File: src/rtl/edit_ctrl_pkg.sv
// Shared types and constants for the hex operand editor mode controller.
package edit_ctrl_pkg;

  typedef enum logic [1:0] {
    VIEW   = 2'd0,
    EDIT_A = 2'd1,
    EDIT_B = 2'd2
  } mode_t;

  localparam logic [3:0] CTRL_VIEW   = 4'b0000;
  localparam logic [3:0] CTRL_EDIT_A = 4'b0001;
  localparam logic [3:0] CTRL_EDIT_B = 4'b0011;

  localparam logic [1:0] DISP_A   = 2'd0;
  localparam logic [1:0] DISP_B   = 2'd1;
  localparam logic [1:0] DISP_RES = 2'd2;

  localparam int BTN_C = 0;
  localparam int BTN_D = 1;
  localparam int BTN_R = 2;
  localparam int BTN_U = 3;
  localparam int BTN_L = 4;

  function automatic mode_t next_mode(input mode_t m);
    case (m)
      VIEW:    return EDIT_A;
      EDIT_A:  return EDIT_B;
      default: return VIEW;
    endcase
  endfunction

endpackage

File: src/rtl/edit_ctrl_if.sv
// Button and mode signals between the board pins, edit_ctrl and the editor / display mux.
interface edit_ctrl_if;
  logic [4:0] btn_raw;
  logic [4:0] BTN_OK;
  logic [3:0] ctrl;
  logic [1:0] disp_sel;
  logic [1:0] mode;

  modport master (output btn_raw, input BTN_OK, ctrl, disp_sel, mode);
  modport slave  (input btn_raw, output BTN_OK, ctrl, disp_sel, mode);
endinterface

File: src/rtl/btn_debounce.sv
// One push-button: two-flop synchronizer, stability counter and rising-edge pulse.
module btn_debounce #(
  parameter int DEBOUNCE_CYCLES = 1_000_000
) (
  input  logic clk,
  input  logic rst,
  input  logic raw,
  output logic stable,
  output logic press
);

  localparam int CW = (DEBOUNCE_CYCLES < 3) ? 1 : $clog2(DEBOUNCE_CYCLES);
  localparam logic [CW-1:0] CNT_LAST = CW'(DEBOUNCE_CYCLES - 1);

  logic          sync1_reg;
  logic          sync2_reg;
  logic          stable_reg;
  logic          stable_d_reg;
  logic [CW-1:0] cnt_reg;

  always_ff @(posedge clk) begin
    if (rst) begin
      sync1_reg    <= 1'b0;
      sync2_reg    <= 1'b0;
      stable_reg   <= 1'b0;
      stable_d_reg <= 1'b0;
      cnt_reg      <= '0;
    end else begin
      sync1_reg    <= raw;
      sync2_reg    <= sync1_reg;
      stable_d_reg <= stable_reg;
      // any bounce back to the accepted level restarts the count
      if (sync2_reg == stable_reg) begin
        cnt_reg <= '0;
      end else if (cnt_reg == CNT_LAST) begin
        stable_reg <= sync2_reg;
        cnt_reg    <= '0;
      end else begin
        cnt_reg <= cnt_reg + 1'b1;
      end
    end
  end

  assign stable = stable_reg;
  assign press  = stable_reg & ~stable_d_reg;

endmodule

File: src/rtl/edit_ctrl.sv
// Mode controller: debounces five buttons, runs VIEW/EDIT_A/EDIT_B with inactivity
// timeout and forwards arrow presses to the editor only while editing.
module edit_ctrl
  import edit_ctrl_pkg::*;
#(
  parameter int DEBOUNCE_CYCLES = 1_000_000,
  parameter int TIMEOUT_CYCLES  = 500_000_000
) (
  input  logic        clk,
  input  logic        rst,
  edit_ctrl_if.slave  bus
);

  localparam int IW = (TIMEOUT_CYCLES < 2) ? 1 : $clog2(TIMEOUT_CYCLES);
  localparam logic [IW-1:0] TO_LAST = IW'((TIMEOUT_CYCLES == 0) ? 0 : TIMEOUT_CYCLES - 1);

  mode_t         state_reg;
  logic [IW-1:0] idle_reg;
  logic [4:0]    btn_ok_reg;
  logic [4:0]    press;
  // Debounced levels are not needed here; only the press edges drive the FSM.
  logic [4:0]    stable_unused;
  logic          in_edit;
  logic [3:0]    ctrl_dec;
  logic [1:0]    disp_dec;

  generate
    for (genvar gi = 0; gi < 5; gi++) begin : g_btn
      btn_debounce #(
        .DEBOUNCE_CYCLES(DEBOUNCE_CYCLES)
      ) u_debounce (
        .clk    (clk),
        .rst    (rst),
        .raw    (bus.btn_raw[gi]),
        .stable (stable_unused[gi]),
        .press  (press[gi])
      );
    end
  endgenerate

  assign in_edit = (state_reg != VIEW);

  always_ff @(posedge clk) begin
    if (rst) begin
      state_reg  <= VIEW;
      idle_reg   <= '0;
      btn_ok_reg <= '0;
    end else begin
      // a centre press in the same cycle swallows any arrow pulses
      btn_ok_reg <= (in_edit && !press[BTN_C]) ? {press[BTN_L:BTN_D], 1'b0} : 5'b0;

      if (press[BTN_C]) begin
        state_reg <= next_mode(state_reg);
        idle_reg  <= '0;
      end else if (!in_edit || press != 5'b0) begin
        idle_reg <= '0;
      end else if (TIMEOUT_CYCLES != 0 && idle_reg == TO_LAST) begin
        state_reg <= VIEW;
        idle_reg  <= '0;
      end else if (idle_reg != '1) begin
        idle_reg <= idle_reg + 1'b1;
      end
    end
  end

  always_comb begin
    ctrl_dec = CTRL_VIEW;
    disp_dec = DISP_RES;
    case (state_reg)
      EDIT_A: begin
        ctrl_dec = CTRL_EDIT_A;
        disp_dec = DISP_A;
      end
      EDIT_B: begin
        ctrl_dec = CTRL_EDIT_B;
        disp_dec = DISP_B;
      end
      default: begin
        ctrl_dec = CTRL_VIEW;
        disp_dec = DISP_RES;
      end
    endcase
  end

  assign bus.BTN_OK   = btn_ok_reg;
  assign bus.ctrl     = ctrl_dec;
  assign bus.disp_sel = disp_dec;
  assign bus.mode     = state_reg;

endmodule

File: src/flat_wrapper.sv
// flat-port wrapper written by rule: the top's interface ports become plain ports
module edit_ctrl_flat import edit_ctrl_pkg::*;
#(
  parameter int DEBOUNCE_CYCLES = 1_000_000,
  parameter int TIMEOUT_CYCLES  = 500_000_000
)
  (clk, rst, bus_btn_raw, bus_BTN_OK, bus_ctrl, bus_disp_sel, bus_mode);
  edit_ctrl_if bus_i ();
  input  logic clk;
  input  logic rst;
  input wire logic [$bits(bus_i.btn_raw)-1:0] bus_btn_raw;
  output wire logic [$bits(bus_i.BTN_OK)-1:0] bus_BTN_OK;
  output wire logic [$bits(bus_i.ctrl)-1:0] bus_ctrl;
  output wire logic [$bits(bus_i.disp_sel)-1:0] bus_disp_sel;
  output wire logic [$bits(bus_i.mode)-1:0] bus_mode;
  assign bus_i.btn_raw = bus_btn_raw;
  assign bus_BTN_OK = bus_i.BTN_OK;
  assign bus_ctrl = bus_i.ctrl;
  assign bus_disp_sel = bus_i.disp_sel;
  assign bus_mode = bus_i.mode;
  edit_ctrl #(.DEBOUNCE_CYCLES(DEBOUNCE_CYCLES), .TIMEOUT_CYCLES(TIMEOUT_CYCLES)) u_core (.clk(clk), .rst(rst), .bus(bus_i));
endmodule
File: config.mk
export PLATFORM = sky130hd
export DESIGN_NAME = edit_ctrl_flat
export DESIGN_NICKNAME = d
export VERILOG_FILES = /design/src/rtl/edit_ctrl_pkg.sv /design/src/rtl/edit_ctrl_if.sv /design/src/rtl/btn_debounce.sv /design/src/rtl/edit_ctrl.sv /design/src/flat_wrapper.sv
export SDC_FILE = /design/constraint.sdc
export NUM_CORES = 1
export LEC_CHECK = 0
export CORE_ASPECT_RATIO = 1.75
export CORE_MARGIN = 4
export CORE_UTILIZATION = 40
export DETAILED_ROUTE_END_ITERATION = 10
export PLACE_DENSITY = 0.68
export SYNTH_ARGS = -nofsm -noshare
export SYNTH_HDL_FRONTEND = slang
export SYNTH_HIERARCHICAL = 1
export SYNTH_SLANG_ARGS = --single-unit
File: constraint.sdc
create_clock -name clk -period 5.5 [get_ports clk]
set_input_delay 0.55 -clock clk [delete_from_list [all_inputs] [get_ports clk]]
set_output_delay 0.55 -clock clk [all_outputs]
set_load 0.01 [all_outputs]
==> impl_metrics.toml, run 1 <==
[yosys]
synth_mux_area_frac = 0.0108
ys_seq_elements = 155
synth_area_per_cell_um2 = 8.93
syn_area_um2 = 7090
synth_top_family_by_area = "simple AND/OR/NAND/NOR gates"
yosysTopAreaCell = "dfxtp_1"
yosysMostFrequentCell = "dfxtp_1"
synth_edf_count = 0
yosysUniqueCellTypes = 47
yosysSeqAreaShare = 0.438
yosys_most_used_dff = "dfxtp_1"
yosys.area_share.simple = 0.300
yosys.area.top_type_share = 0.438
syn_inst = 794
ys_async_sr_fraction = 0
synth-adder-area-share = 0.0177
synth.top_cells.by_count = "dfxtp_1, nor2_1, xnor2_1"
synth_xor_xnor_area_share = 0.0902
yosys_warnings = 6
netlist_top_cells_area = "dfxtp_1, xnor2_1, nor2_1, or3_1, a21oi_1"
synth_compound_area_frac = 0.0981

[setup_path]
start_kind = "register"
crit_path_max_fanout = 28
critPathArrivalTime_ns = 3.02
crit_path_end_kind = "register"
cp.required_ns = 5.81
worstSetupPathType = "reg -> reg"

[cts]
cts_buffers = 17
cts_tree = "built"
cts_hold_repair.buffers = 0
cts_resized = 0
cts_setup_buffers = 0
clk_pin_slew_worst_paths_ns = 0.07
root_buffer = "clkbuf_16"
clock_latency_ns = 0.42
cts.sinks = 155
clockBufferDepth = 2
h-tree-depth = 4

[finish]
fin_nets = 816
final_util = 0.456
fillCellCount = 1749
largest_reg_flops = 100
drive_above_1_share = 0.0911
antenna_cells = 0
stdcell_area_um2 = 7970
syn2layout_area_growth_pct = 12.4

[routing]
vias = 5501
viasPerCell = 5.27
drc = 0
drt_first_pass_iters = 4
wl_um = 13700
wire_per_inst_um = 13.1
drt-initial-drc-count = 230
ant_nets = 0

[sta]
timing.hold.ws_ns = 0.435
worst_slew_pin_slew_ns = 1.02
finalHoldViolations = 0
fmax_ghz = 0.369
period_minus_slack_ns = 2.71
rsz0062_at_grt = "no"
finalSetupTns_ns = 0
slew_headroom = 0.323
clock_skew_ns = 0.00981
maxSlewViolCount = 0
period_share = 0.493
setup_viol = 0

[grt]
grt_start_max_net_pins = 34
grtUsageTotal = 0.144
grt_overflow = 0
grt_pass1_wl_um = 23500
grt_pass1_vias = 5271
antenna_found_initial = 0

[place]
gp_congestion = 0.795
hpwl_um = 9680
io_buffer_count = 16
placed_area_um2 = 7340

[status]
status = "complete, no violations"

[die]
rows = 64
pin_count = 20
die_w_um = 109
initial_core_util = 0.406
die_area_um2 = 20000
core_um2 = 17500
die_h_um = 184

[job]
maxCapViolations = 0

[pwr]
peakVddDrop_mv = 0.177
power_density_nw_per_um2 = 299
total_power_mw = 2.38
p_leak_nw = 2.40

[min_path]
hp-class = "reg -> reg"
-- cell families after synthesis --
kind of cell | Yosys count
AND/OR/NAND/NOR | 370
flip-flops | 155
AO/OA/AOI/OAI | 115
XOR/XNOR | 73
buffers and inverters | 63
adder cells (fa/ha/maj) | 10
multiplexers | 7
other | 1
-- final cells by class --
class / count / area [um^2] / share of cell area
tap: 231 / 289 / 0.0363
sequential: 155 / 3100 / 0.389
timing repair buffer: 17 / 168 / 0.0210
clock buffer: 18 / 439 / 0.0551
multi-input combinational: 578 / 3670 / 0.461
inverter: 30 / 113 / 0.0141
clock inverter: 14 / 184 / 0.0231
-- through the flow --
| stage | setup WS [ns] | cells |
|---|---|---|
| finish | 2.79 | 1043 |
| global placement | 2.69 | 1011 |
| floorplan | 3.37 | 796 |
| detailed placement | 2.72 | 1011 |
| global route | 2.64 | 1043 |
| CTS | 2.80 | 1043 |
-- power breakdown --
group	total (mW)	internal [mW]	switching, mW
clock network	1.23	0.737	0.491
registers	1.13	1.13	0.00233
logic	0.0222	0.00917	0.0130
total	2.38	1.87	0.507
-- worst max-delay path, stage by stage, from the launching register on --
cell,delay (ns)
dfxtp_1,0.36
or4b_1,0.57
nor4_1,0.56
a21o_1,0.88
a211o_1,0.18
nand2_1,0.04
-- layout by cell type (no fill, tap or decap), types with 12 or more instances in the layout --
cell type and count:
or4_1 24, nor3_1 30, clkbuf_16 17, o31ai_1 12, o21ai_0 33, xor2_1 19
a21oi_1 43, nor2_1 91, inv_1 30, nand4_1 17, or3_1 41, clkdlybuf4s50_1 16
xnor2_1 54, nand3_1 41, nor2b_1 25, nand2_1 29, dfxtp_1 155
-- path summary, 6_finish.rpt --
kind	from	depth (start not counted)	slack, ns	to
worst max-delay path	u_core/idle_reg[12]	5	2.79	u_core/idle_reg[15]
worst min register to register	u_core/g_btn[2].u_debounce/sync1_reg	1	0.43	u_core/g_btn[2].u_debounce/sync2_reg
worst max register to register	u_core/idle_reg[12]	5	2.79	u_core/idle_reg[15]
worst min-delay path	u_core/g_btn[2].u_debounce/sync1_reg	1	0.43	u_core/g_btn[2].u_debounce/sync2_reg
-- per-layer routing --
metal	vias up	wire, um	track usage
met3	26	333	0.0301
li1	2824	-	-
met4	0	334	0.0597
met2	74	7290	0.267
met5	-	0	0
met1	2577	5700	0.157
No activity file was read; power rests on OpenSTA's default activity.
==> inputs of run 2 (changes only) <==
Settings changed: PLACE_DENSITY 0.68 to 0.7.
Clock period 5.5 ns to 2.2 ns, I/O delays scaled along.
==> run 2 against run 1 <==
Net effect:
- fmax up 31%
- sequential share of layout area is 1.5 points lower
- worst hold slack got worse by 0.072 ns
- total power increased to 2.5 times the previous value
- non-clock buffer count grew 35
- design area up 4.0%
- core utilization grew 1.8 points
- critical endpoint is now u_core/idle_reg[13]
- highest routed layer unchanged
==> impl_metrics.toml, run 2 (synthesized netlist as in run 1, its figures left out) <==
[status]
status = "complete, no violations"

[die]
die_h_um = 184
die_area_um2 = 20000
die_w_um = 109
pin_count = 20
core_um2 = 17500
initial_core_util = 0.406
rows = 64

[sta]
maxSlewViolCount = 0
worst_slew_pin_slew_ns = 0.489
finalSetupTns_ns = 0
period_minus_slack_ns = 2.06
period_share = 0.938
fmax_ghz = 0.484
finalHoldViolations = 0
clock_skew_ns = 0.0104
setup_viol = 0
rsz0062_at_grt = "no"
slew_headroom = 0.669

[cts]
cts_tree = "built"
h-tree-depth = 4
cts_setup_buffers = 0
root_buffer = "clkbuf_16"
cts.sinks = 155
clk_pin_slew_worst_paths_ns = 0.06
cts_hold_repair.buffers = 0
clockBufferDepth = 2
cts_buffers = 17
cts_resized = 0
clock_latency_ns = 0.41

[pwr]
peakVddDrop_mv = 0.424
power_density_nw_per_um2 = 725
p_leak_nw = 2.59

[place]
hpwl_um = 10200
io_buffer_count = 16
gp_congestion = 0.819
placed_area_um2 = 7620

[grt]
grt_start_max_net_pins = 33
antenna_found_initial = 0
use_met1 = 0.159
grtUsageTotal = 0.150
grt_busiest_layer = "met2"
grt_overflow = 0
grt_pass1_wl_um = 24700
gr-usage-met2 = 0.280
gr-usage-met3 = 0.0294
grt_pass1_vias = 5628

[finish]
final_util = 0.475
layout_common_cells = "dfxtp_1, nor2_1, xnor2_1"
final_common_cell = "dfxtp_1"
antenna_cells = 0
regArea_um2 = 3100
multi_input_area_um2 = 3710
largest_reg_flops = 100
syn2layout_area_growth_pct = 16.9
fillCellCount = 1735
drive_above_1_share = 0.137
stdcell_area_um2 = 8280
fin_nets = 851

[setup_path]
crit_path_max_fanout = 9
cp.required_ns = 2.50
start_kind = "register"
worstSetupPathType = "reg -> reg"
critPathArrivalTime_ns = 2.36
crit_path_end_kind = "register"

[routing]
vias = 5640
drt_first_pass_iters = 4
wl_um = 14000
wire_per_inst_um = 13.1
viasPerCell = 5.24
drt-initial-drc-count = 188
drc = 0
ant_nets = 0

[min_path]
hp-class = "in -> reg"

[job]
maxCapViolations = 0
run 2: cell types whose count changed in the layout (fill, tap and decap cells not counted), sizes merged:
cell,delta
inv,-3
bufinv,+2
clkinv,-1
buf,+35
run 2: through the flow:
step	worst slack [ns]	power, mW	instances	hold slack (ns)
after global placement	0.0643	2.95	1046	0.419
final	0.136	6.00	1076	0.363
after global routing	0.0207	6.21	1076	0.358
after CTS	0.00777	6.09	1076	0.347
after floorplan	0.0715	2.92	796	0.292
after detailed placement	0.0117	2.95	1046	0.421
run 2: worst max-delay path: stages, from the launching register on:
cell and delay [ns]:
dfxtp_1 0.37, or4b_1 0.53, nor4_1 0.44, buf_4 0.21, a21o_4 0.16, buf_4 0.19
a21oi_1 0.06
run 2: final timing paths:
check	startpoint	to	slack, ns	cells past startpoint
setup reg to reg	u_core/idle_reg[12]	u_core/idle_reg[13]	0.14	6
setup / recovery	u_core/idle_reg[12]	u_core/idle_reg[13]	0.14	6
hold / removal	bus_btn_raw[1]	u_core/g_btn[1].u_debounce/sync1_reg	0.36	2
hold reg to reg	u_core/g_btn[1].u_debounce/sync1_reg	u_core/g_btn[1].u_debounce/sync2_reg	0.43	1
run 2: per-layer routing:
metal  vias to the layer above  part of all wire
met4                         0             0.025
met3                        24             0.026
li1                       2884                 -
met1                      2656              0.41
met5                         -                 0
met2                        76              0.54
run 2: cell type report:
cell class                 instances  area share
tap                              231      0.0349
sequential                       155       0.375
multi-input combinational        578       0.448
clock buffer                      18      0.0518
inverter                          30      0.0136
clock inverter                    12      0.0236
timing repair buffer              52      0.0535
run 2: where the power goes:
part	leakage (nW)	switching (mW)	internal [mW]
sequential	1.25	0.00641	2.82
combinational	1.03	0.0363	0.0293
clock	0.306	1.11	2.00
total	2.59	1.16	4.85
